===== config.mk =====
export PLATFORM = sky130hd
export DESIGN_NAME = clock_leaf_requester
export DESIGN_NICKNAME = d
export VERILOG_FILES = /design/src/rtl/clock_tree_pkg.sv /design/src/rtl/clock_sat_counter.sv /design/src/rtl/clock_leaf_requester.sv
export SDC_FILE = /design/constraint.sdc
export NUM_CORES = 1
export LEC_CHECK = 0
export ABC_AREA = 1
export CORE_MARGIN = 3
export CORE_UTILIZATION = 36
export CTS_CLUSTER_SIZE = 30
export DETAILED_ROUTE_END_ITERATION = 10
export GPL_ROUTABILITY_DRIVEN = 0
export GPL_TIMING_DRIVEN = 0
export PLACE_DENSITY = 0.58
export SYNTH_ARGS = -nofsm -noshare
export SYNTH_HDL_FRONTEND = slang
export SYNTH_SLANG_ARGS = --single-unit

===== constraint.sdc =====
create_clock -name clock -period 1.3 [get_ports clock]
set_input_delay 0.26 -clock clock [delete_from_list [all_inputs] [get_ports clock]]
set_output_delay 0.26 -clock clock [all_outputs]
set_load 0.03 [all_outputs]

===== src/rtl/clock_tree_pkg.sv =====
// clock_tree_pkg
// Shared types, handshake constants and helpers for the clock tree leaf logic.
//   clk_leaf_state_e : leaf requester FSM encoding (OFF, WAKE, ON, SLEEP)
//   REQ_* / CLK_*    : levels of the child-side request and clock-valid signals
//   cnt_w(max)       : width of a saturating counter that must hold 0..max
package clock_tree_pkg;

    typedef enum logic [2:0] {
        OFF   = 3'd0,
        WAKE  = 3'd1,
        ON    = 3'd2,
        SLEEP = 3'd3
    } clk_leaf_state_e;

    // Request level presented to the leaf tie.
    localparam logic REQ_ASSERT    = 1'b1;
    localparam logic REQ_RELEASE   = 1'b0;

    // clock_valid level presented to local logic.
    localparam logic CLK_USABLE    = 1'b1;
    localparam logic CLK_UNUSABLE  = 1'b0;

    // A counter holding 0..max needs $clog2(max+1) bits; never less than one.
    function automatic int cnt_w(input int max);
        return (max < 1) ? 1 : $clog2(max + 1);
    endfunction

endpackage


===== src/rtl/clock_sat_counter.sv =====
// clock_sat_counter
// Up-counter that stops at MAX and never wraps. clear has priority over inc.
// Ports:
//   clock, async_reset : control clock, asynchronous active-high reset
//   clear              : return the count to zero
//   inc                : advance the count by one unless already at MAX
//   value              : current count
//   sat                : count equals MAX
module clock_sat_counter
    import clock_tree_pkg::*;
#(
    parameter int MAX = 1,
    parameter int W   = cnt_w(MAX)
) (
    input  logic         clock,
    input  logic         async_reset,
    input  logic         clear,
    input  logic         inc,
    output logic [W-1:0] value,
    output logic         sat
);

    assign sat = (value == W'(MAX));

    always_ff @(posedge clock or posedge async_reset) begin
        if (async_reset) begin
            value <= '0;
        end else if (clear) begin
            value <= '0;
        end else if (inc && !sat) begin
            value <= value + 1'b1;
        end
    end

endmodule


===== src/rtl/clock_leaf_requester.sv =====
// clock_leaf_requester
// Leaf controller of the clock division tree: converts a local work-pending
// level into the request/ready handshake of the last tree stage, tells local
// logic when the routed clock is usable, and drops the request after an idle
// period once a minimum on-time has elapsed.
// Ports:
//   clock, async_reset : control clock, asynchronous active-high reset
//   activity_in        : local work pending (level)
//   parent_ready       : routed clock running and stable
//   parent_silent      : routed clock fully stopped
//   parent_starting    : parent is enabling the clock
//   parent_stopping    : parent is disabling the clock
//   clear_timeout      : pulse clearing wake_timeout (ignored while in WAKE)
//   parent_request     : clock request to the leaf tie
//   clock_valid        : local logic may use the routed clock
//   busy               : FSM is not in OFF
//   wake_timeout       : sticky, wake request unanswered for TIMEOUT_CYCLES
//   state_out          : encoded FSM state for debug
// All outputs are registered.
module clock_leaf_requester
    import clock_tree_pkg::*;
#(
    parameter int IDLE_CYCLES    = 64,
    parameter int MIN_ON_CYCLES  = 16,
    parameter int TIMEOUT_CYCLES = 1024
) (
    input  logic       clock,
    input  logic       async_reset,
    input  logic       activity_in,
    input  logic       parent_ready,
    input  logic       parent_silent,
    input  logic       parent_starting,
    input  logic       parent_stopping,
    input  logic       clear_timeout,
    output logic       parent_request,
    output logic       clock_valid,
    output logic       busy,
    output logic       wake_timeout,
    output logic [2:0] state_out
);

    localparam int IDLE_W = cnt_w(IDLE_CYCLES);
    localparam int MIN_W  = cnt_w(MIN_ON_CYCLES);
    localparam int WAKE_W = cnt_w(TIMEOUT_CYCLES);

    clk_leaf_state_e state_reg, state_next;
    logic            pend_reg, pend_next;

    logic            request_next;
    logic            valid_next;
    logic            busy_next;
    logic [2:0]      state_out_next;

    logic [IDLE_W-1:0] idle_val;
    logic [MIN_W-1:0]  min_val;
    logic [WAKE_W-1:0] wake_val;
    logic              idle_sat, min_sat, wake_sat;
    logic              idle_hit, min_hit, wake_hit;
    logic              timeout_set;

    // ------------------------------------------------------------------
    // Counters. Each is held at zero outside the state it measures, so it
    // restarts on every entry (including ON -> WAKE after a ready loss).
    // ------------------------------------------------------------------
    clock_sat_counter #(.MAX(IDLE_CYCLES)) u_idle_cnt (
        .clock       (clock),
        .async_reset (async_reset),
        .clear       ((state_reg != ON) || activity_in),
        .inc         (state_reg == ON),
        .value       (idle_val),
        .sat         (idle_sat)
    );

    clock_sat_counter #(.MAX(MIN_ON_CYCLES)) u_min_on_cnt (
        .clock       (clock),
        .async_reset (async_reset),
        .clear       (state_reg != ON),
        .inc         (state_reg == ON),
        .value       (min_val),
        .sat         (min_sat)
    );

    clock_sat_counter #(.MAX(TIMEOUT_CYCLES)) u_wake_cnt (
        .clock       (clock),
        .async_reset (async_reset),
        .clear       (state_reg != WAKE),
        .inc         (state_reg == WAKE),
        .value       (wake_val),
        .sat         (wake_sat)
    );

    // "hit" means the count reaches its limit at the coming edge, i.e. the
    // current cycle is the one that completes the interval. This makes the
    // release land exactly IDLE_CYCLES edges after the last active edge.
    assign idle_hit = idle_sat || ((int'(idle_val) + 1) >= IDLE_CYCLES);
    assign min_hit  = min_sat  || ((int'(min_val)  + 1) >= MIN_ON_CYCLES);
    assign wake_hit = wake_sat || ((int'(wake_val) + 1) >= TIMEOUT_CYCLES);

    assign timeout_set = (state_reg == WAKE) && wake_hit;

    // ------------------------------------------------------------------
    // State register (also registers outputs, pend and the timeout flag)
    // ------------------------------------------------------------------
    always_ff @(posedge clock or posedge async_reset) begin
        if (async_reset) begin
            state_reg      <= OFF;
            pend_reg       <= 1'b0;
            parent_request <= REQ_RELEASE;
            clock_valid    <= CLK_UNUSABLE;
            busy           <= 1'b0;
            state_out      <= 3'd0;
            wake_timeout   <= 1'b0;
        end else begin
            state_reg      <= state_next;
            pend_reg       <= pend_next;
            parent_request <= request_next;
            clock_valid    <= valid_next;
            busy           <= busy_next;
            state_out      <= state_out_next;
            // While waking, a clear pulse cannot hide an unanswered request.
            if (state_reg == WAKE) begin
                if (timeout_set) begin
                    wake_timeout <= 1'b1;
                end
            end else if (clear_timeout) begin
                wake_timeout <= 1'b0;
            end
        end
    end

    // ------------------------------------------------------------------
    // Next-state logic
    // ------------------------------------------------------------------
    always_comb begin
        state_next = state_reg;
        case (state_reg)
            OFF: begin
                // Only request once the tree has fully stopped.
                if ((activity_in || pend_reg) && parent_silent) begin
                    state_next = WAKE;
                end
            end
            WAKE: begin
                if (parent_ready && !parent_starting) begin
                    state_next = ON;
                end
            end
            ON: begin
                // Ready loss outranks idle expiry; activity blocks release.
                if (!parent_ready) begin
                    state_next = WAKE;
                end else if (idle_hit && min_hit && !activity_in) begin
                    state_next = SLEEP;
                end
            end
            SLEEP: begin
                if (parent_silent && !parent_stopping) begin
                    state_next = OFF;
                end
            end
            default: state_next = OFF;
        endcase

        // Remember work that arrives while the tree is shutting down.
        pend_next = pend_reg;
        if ((state_next == WAKE) && (state_reg != WAKE)) begin
            pend_next = 1'b0;
        end else if ((state_reg == SLEEP) && activity_in) begin
            pend_next = 1'b1;
        end
    end

    // ------------------------------------------------------------------
    // Output logic, decoded from the next state so outputs are registered
    // ------------------------------------------------------------------
    always_comb begin
        request_next   = REQ_RELEASE;
        valid_next     = CLK_UNUSABLE;
        busy_next      = (state_next != OFF);
        state_out_next = state_next;
        case (state_next)
            WAKE: request_next = REQ_ASSERT;
            ON: begin
                request_next = REQ_ASSERT;
                valid_next   = CLK_USABLE;
            end
            default: begin
                request_next = REQ_RELEASE;
                valid_next   = CLK_UNUSABLE;
            end
        endcase
    end

endmodule


==> results of run 1 <==
cells in the mapped netlist, drive strengths merged:
cell type / count / share of area
o22ai: 1 / 0.0038
o21bai: 1 / 0.0046
nor3: 7 / 0.038
conb: 1 / 0.0023
ha: 6 / 0.046
o21ai: 12 / 0.037
nor2: 24 / 0.063
dfrtp: 31 / 0.47
nand4: 6 / 0.023
a21oi: 12 / 0.037
a31oi: 1 / 0.0038
inv: 36 / 0.083
or2: 1 / 0.0038
o21a: 1 / 0.0053
o211ai: 1 / 0.0046
a41oi: 1 / 0.0053
nand2: 29 / 0.076
a211oi: 1 / 0.0046
nor3b: 2 / 0.0092
nor4: 1 / 0.0038
nand3: 10 / 0.037
xor2: 5 / 0.027
xnor2: 2 / 0.011
final timing paths:
| kind | end | cells past startpoint |
|---|---|---|
| min in group clock | u_wake_cnt.value[5] | 1 |
| setup reg to reg | wake_timeout | 7 |
| hold / removal | u_wake_cnt.value[1] | 2 |
| hold reg to reg | u_wake_cnt.value[5] | 1 |
| setup / recovery | wake_timeout | 7 |
| max in group asynchronous | u_idle_cnt.value[1] | 2 |
worst max-delay path, stage by stage (launching register included):
cell and delay [ps]:
dfrtp_1 470, ha_4 190, nand2_4 50, nor3_4 150
nand2_2 110, nor3_4 160, xnor2_2 160, a21oi_1 90
logic make-up (layout without fill, tap and decap cells):
| group | Yosys count | after routing |
|---|---|---|
| AO/OA/AOI/OAI | 31 | 31 |
| XOR/XNOR | 7 | 7 |
| adder cells (fa/ha/maj) | 6 | 6 |
| buffers and inverters | 36 | 91 |
| flip-flops | 31 | 31 |
| other | 1 | 1 |
| AND/OR/NAND/NOR | 80 | 80 |
cells in the final DEF, fill, tap and decap left out, types with 2 or more instances in the layout:
| cell | netlist | final |
|---|---|---|
| ha_1 | 6 | 2 |
| nor3_1 | 4 | 3 |
| nand3_2 | 2 | 5 |
| nor2_4 | 0 | 2 |
| nor2_2 | 5 | 5 |
| inv_2 | 2 | 10 |
| inv_1 | 34 | 24 |
| a21oi_2 | 0 | 3 |
| o21ai_1 | 1 | 4 |
| o21ai_2 | 0 | 4 |
| clkbuf_8 | 0 | 6 |
| dfrtp_2 | 0 | 5 |
| nand4_1 | 6 | 6 |
| nor3_4 | 2 | 3 |
| dlygate4sd2_1 | 0 | 2 |
| buf_6 | 0 | 5 |
| o21ai_0 | 11 | 4 |
| nand2_1 | 23 | 18 |
| clkdlybuf4s50_1 | 0 | 7 |
| buf_4 | 0 | 30 |
| xor2_1 | 5 | 5 |
| a21oi_1 | 12 | 9 |
| nand2_4 | 0 | 3 |
| ha_4 | 0 | 4 |
| nand2_2 | 6 | 8 |
| nand3_1 | 8 | 4 |
| nor2_1 | 19 | 17 |
| clkbuf_2 | 0 | 2 |
| dfrtp_1 | 31 | 26 |
through the flow:
| stage | cell area (sq um) | worst slack [ps] |
|---|---|---|
| after floorplan | 1647 | -93.68 |
| after global placement | 1849 | -546.1 |
| after detailed placement | 1849 | -540.6 |
| after CTS | 2143 | -232.4 |
| after global routing | 2399 | -320.6 |
| final | 2399 | -200.2 |
routing by layer:
layer / vias up / global-route usage / part of all wire
li1: 729 / - / -
met1: 673 / 0.1921 / 0.47
met2: 23 / 0.2264 / 0.47
met3: 6 / 0.03420 / 0.043
met4: 0 / 0.04225 / 0.0098
met5: - / 0 / 0
power by group:
part | internal, mW | switching, mW
clock | 0.620 | 0.366
sequential | 0.985 | 0.0218
combinational | 0.0775 | 0.121
timing repair:
item / in CTS / in global routing
buffers inserted: 20 / 16
pin swaps: 17 / 14
resized for setup: 33 / 46
endpoints found under the setup margin: 54 / 26
endpoints found under the hold margin: 0 / 0
hold buffers: 0 / 0
layout make-up:
type	count	area share
Clock inverter	2	0.01461
Timing Repair Buffer	47	0.1622
Tap cell	50	0.02608
Multi-Input combinational cell	125	0.3777
Inverter	36	0.05895
Clock buffer	6	0.03443
Sequential cell	31	0.3260
==> summary.txt, run 1 <==
Detailed routing
  • Routed WL: 3.887 mm
  • Post-route antenna net violation count: 0
  • Residual DRC count: 0
  • Vias: 1431
  • DRT Pass-1 Iters: 4
  • Routed len/inst: 13.09 um
  • Initial detailed-routing violation count: 85
  • DR vias/cell: 4.818

Timing
  • RSZ-0062 raised after global routing: yes
  • Fmax: 666.6 MHz
  • Worst Max-Slew Pin Slew: 691.5 ps
  • Post-route setup slack: -200.2 ps
  • Worst hold slack: 425.5 ps
  • Fin. max-slew vios: 0
  • Min Tclk post-route: 1500 ps
  • Sum Neg Setup Slack: -1669 ps
  • Fin Clk Skew: 3.380 ps
  • Slew margin rel.: 0.5380
  • Final Cycle Share: 1.154
  • Hold Fails Final Rpt: 0
  • Final setup vio count: 15

CTS
  • CTS tree: built
  • Clock tree buffer depth: 2
  • H-tree depth: 2
  • Clock root buffer: clkbuf_8
  • Clock transition at path regs: 70 ps
  • CTS buffer count: 5
  • Worst skew pair latency: 280 ps
  • Clock sink count: 31

Cells and area
  • Ant. Diodes: 0
  • # fillers: 348
  • Util after Layout: 0.5709
  • Biggest regs: u_wake_cnt.value: 11 flops, u_idle_cnt.value: 7 flops, u_min_on_cnt.value: 5 flops
  • Share of layout cells above drive strength 1: 0.4291
  • Total Nets Final: 260
  • Synth-to-layout area growth: 46.45%
  • Flip-flop count of the largest register after layout: 11
  • Multi-input gate area: 905.9 sq um
  • Final cell count without fillers: 297
  • Top reg by flops: u_wake_cnt.value
  • Sequential cell area: 782.0 sq um

Setup path
  • Crit path max fanout: 3
  • Worst R2R Start: u_wake_cnt.value[1]
  • Crit path from: u_wake_cnt.value[1]
  • Crit. End Element: register
  • Critical path required time: 1460 ps
  • R2R Setup Slk: -200 ps
  • Arrival time at the worst endpoint: 1660 ps
  • Setup CP Type: reg2reg
  • CP Launch Type: register

Logic synthesis
  • Syn_nets: 206
  • #FFs+latches synth: 31
  • Post-synthesis xor/xnor area fraction: 0.03743
  • Number of distinct library cells after synthesis: 30
  • Combinational family with the most area after synthesis: simple AND/OR/NAND/NOR gates
  • Warnings from Yosys: 0
  • Synthesized cell area: 1638 sq um
  • Simple-Gate Fraction of Synth Area: 0.2529
  • Mux contribution to synthesized area: 0
  • Sequential area share after synthesis: 0.4736
  • Adder-Cell Fraction of Synth Area: 0.04584
  • Syn avg cell area: 8.530 sq um
  • Syn Inst Count: 192
  • Compound-Gate Fraction of Synth Area: 0.1054

Run status
  • Failing checks: negative setup slack
  • Status: finished, violations left

GRT
  • Initial antenna violation count: 0
  • Largest net degree at the start of global routing: 32
  • First-pass GRT wire length: 6.023 mm
  • GRT overflow: 0
  • Vias in the first global route: 1399
  • GRT Util Overall: 0.1424

Power and ir drop
  • Overall Power: 2.190 mW
  • Pwr dens: 913.3 nW/um^2
  • Peak supply drop: 743.7 uV
  • Static Leakage: 1.119 nW

Floorplan
  • Row count: 23
  • Starting Density: 0.3898
  • Die W: 73.45 um
  • Die area: 5395 sq um
  • I/O pins: 15
  • Chip height: 73.45 um
  • Core ar.: 4202 sq um

Worst hold path
  • Worst Hold Class: in2async

Placement
  • Buffers added on ports: 14
  • Placed cells: 256
  • Dpl hpwl: 2.208 mm

Flow run
  • Max-cap violation count: 0
No activity file was read; power rests on OpenSTA's default activity.
==> inputs of run 2 (changes only) <==
GPL_ROUTABILITY_DRIVEN = 1   (was 0)
SETUP_SLACK_MARGIN = 0.15   (was unset)
==> summary.txt, run 2 (synthesis results as in run 1) <==
Setup path
  • Critical path required time: 1470 ps (was 1460 ps)
  • Setup CP Type: reg2reg (unchanged)
  • Critical Path, Cell by Cell: ha_4, nand3_2, nand2_2, nand2_2, a21oi_2, nand2_1, nand2_1, nand2_2, nand2_4, nand3_2, nand2_1, inv_1 (was ha_4, nand2_4, nor3_4, nand2_2, nor3_4, xnor2_2, a21oi_1)
  • CP Launch Type: register (unchanged)
  • Arrival time at the worst endpoint: 1680 ps (was 1660 ps)
  • Crit path max fanout: 4 (was 3)
  • Critical path's slowest cell: dfrtp_1 (unchanged)
  • Largest delay contributor family on the critical path: simple AND/OR/NAND/NOR gates (was flip-flops)
  • WP buf/inv: 1 (was 0)
  • Largest stage delay on the critical path: 410 ps (was 470 ps)
  • Crit. End Element: register (unchanged)

GRT
  • Vias in the first global route: 1373 (was 1399)
  • First-pass GRT wire length: 6.251 mm (was 6.023 mm)
  • Met3 GRT Util: 0.03830 (was 0.03420)
  • Initial antenna violation count: 0 (unchanged)
  • Met1 usage: 0.2046 (was 0.1921)
  • GRT Util Overall: 0.1492 (was 0.1424)
  • GR Layer Usage met2: 0.2244 (was 0.2264)
  • GRT overflow: 0 (unchanged)
  • Largest net degree at the start of global routing: 32 (unchanged)
  • Most used routing layer: met2 (unchanged)

Detailed routing
  • Vias: 1470 (was 1431)
  • Routed len/inst: 13.33 um (was 13.09 um)
  • DR vias/cell: 4.836 (was 4.818)
  • Post-route antenna net violation count: 0 (unchanged)
  • Residual DRC count: 0 (unchanged)
  • DRT Pass-1 Iters: 4 (unchanged)
  • Routed WL: 4.053 mm (was 3.887 mm)
  • Initial detailed-routing violation count: 87 (was 85)

Timing
  • Final Cycle Share: 1.157 (was 1.154)
  • Fin. max-slew vios: 0 (unchanged)
  • Post-route setup slack: -203.7 ps (was -200.2 ps)
  • Worst hold slack: 436.0 ps (was 425.5 ps)
  • Fin Clk Skew: 3.255 ps (was 3.380 ps)
  • Hold Fails Final Rpt: 0 (unchanged)
  • Final setup vio count: 17 (was 15)
  • RSZ-0062 raised after global routing: yes (unchanged)
  • Worst Max-Slew Pin Slew: 685.5 ps (was 691.5 ps)
  • Fmax: 665.0 MHz (was 666.6 MHz)
  • Slew margin rel.: 0.5420 (was 0.5380)
  • Min Tclk post-route: 1504 ps (was 1500 ps)

CTS
  • Clock transition at path regs: 70 ps (about the same)
  • Post-cts hold buffer count: 0 (unchanged)
  • Worst skew pair latency: 280 ps (about the same)
  • CTS tree: built (unchanged)
  • CTS buffer count: 5 (unchanged)
  • Clock tree buffer depth: 2 (unchanged)
  • Clock root buffer: clkbuf_8 (unchanged)
  • Clock sink count: 31 (unchanged)
  • H-tree depth: 2 (unchanged)

Cells and area
  • Top reg by flops: u_wake_cnt.value (unchanged)
  • # fillers: 328 (was 348)
  • Share of layout cells above drive strength 1: 0.5079 (was 0.4291)
  • Most common cell after layout, fill and taps aside: dfrtp_1 (was buf_4)
  • Flip-flop count of the largest register after layout: 11 (unchanged)
  • Total Nets Final: 267 (was 260)
  • Util after Layout: 0.6111 (was 0.5709)
  • Synth-to-layout area growth: 56.76% (was 46.45%)
  • Design area: 2567 sq um (was 2399 sq um)
  • Most frequent cells in the layout: dfrtp_1 (27), inv_1 (22), buf_6 (21) (was buf_4 (30), dfrtp_1 (26), inv_1 (24))
  • Ant. Diodes: 0 (unchanged)
  • Biggest regs: u_wake_cnt.value: 11 flops, u_idle_cnt.value: 7 flops, u_min_on_cnt.value: 5 flops (unchanged)

Floorplan
  • Starting Density: 0.3898 (unchanged)
  • Chip height: 73.45 um (unchanged)
  • Core ar.: 4202 sq um (unchanged)
  • I/O pins: 15 (unchanged)
  • Row count: 23 (unchanged)
  • Die W: 73.45 um (unchanged)
  • Die area: 5395 sq um (unchanged)

Placement
  • GP Congestion: 0.7308
  • Buffers added on ports: 14 (unchanged)
  • Dpl hpwl: 2.230 mm (was 2.208 mm)
  • Setup Slack @ Placement: -511.3 ps (was -540.6 ps)
  • Placed instance area: 1873 sq um (was 1849 sq um)

Run status
  • Failing checks: negative setup slack (unchanged)
  • Status: finished, violations left (unchanged)

Power and ir drop
  • Peak supply drop: 635.2 uV (was 743.7 uV)
  • Static Leakage: 1.144 nW (was 1.119 nW)
  • Pwr dens: 868.5 nW/um^2 (was 913.3 nW/um^2)

Flow run
  • Max-cap violation count: 0 (unchanged)

Worst hold path
  • Worst Hold Class: in2async (unchanged)
## run 2: changes by cell type in the layout (fill, tap and decap cells not counted), moves of 3 or more
cell / delta
buf_2: +5
nor2_4: +3
nand2_2: +3
buf_4: -10
o21ai_0: -3
buf_6: +16
nor2_1: -5
## run 2: cell type report
class	count	area (sq um)	share of cell area
flip-flops and latches	31	780.7	0.3041
clock inverters	2	35.03	0.01365
multi-input cells	125	960.9	0.3743
repair buffers	54	501.7	0.1954
inverters	36	143.9	0.05604
clock buffers	6	82.58	0.03216
well taps	50	62.56	0.02437
## run 2: per-stage QoR
stage | power [mW] | std cells | TNS, ps
global placement | 1.197 | 256 | -16730
CTS | 2.213 | 284 | -833.4
floorplan | 1.119 | 192 | -269.2
global route | 2.340 | 304 | -3001
finish | 2.230 | 304 | -1249
detailed placement | 1.196 | 256 | -15210
## run 2: where the power goes
part	switching (mW)	internal (mW)	leakage, nW	total (mW)
Combinational	0.136	0.105	0.660	0.241
Clock	0.364	0.620	0.0612	0.984
Sequential	0.0202	0.985	0.422	1.00
## run 2: final timing paths
kind                                        from                  end  slack, ps  cells past startpoint
setup reg to reg           u_min_on_cnt.value[1]             pend_reg       -200                     12
min in group clock           u_wake_cnt.value[5]  u_wake_cnt.value[5]        540                      1
setup / recovery           u_min_on_cnt.value[1]             pend_reg       -200                     12
max in group asynchronous            async_reset         state_reg[2]        440                      2
hold reg to reg              u_wake_cnt.value[5]  u_wake_cnt.value[5]        540                      1
hold / removal                       async_reset  u_idle_cnt.value[1]        440                      2
## run 2: per-layer routing
| layer | up-vias | wire length (um) |
|---|---|---|
| met5 | - | 0 |
| met4 | 0 | 25 |
| met3 | 2 | 173 |
| met2 | 26 | 2014 |
| met1 | 701 | 1840 |
| li1 | 741 | - |
## run 2: timing repair
item,in CTS,in global routing
endpoints found under the hold margin,0,0
pin swaps,19,28
setup buffers,20,20
setup endpoints to repair,65,31
gates resized for setup,68,52
## run 2: worst register-to-register path, stage by stage (launching register included)
cell and delay [ps]:
dfrtp_1 410, ha_4 180, nand3_2 70, nand2_2 80, nand2_2 50, a21oi_2 120, nand2_1 60, nand2_1 60
nand2_2 80, nand2_4 100, nand3_2 70, nand2_1 60, inv_1 30
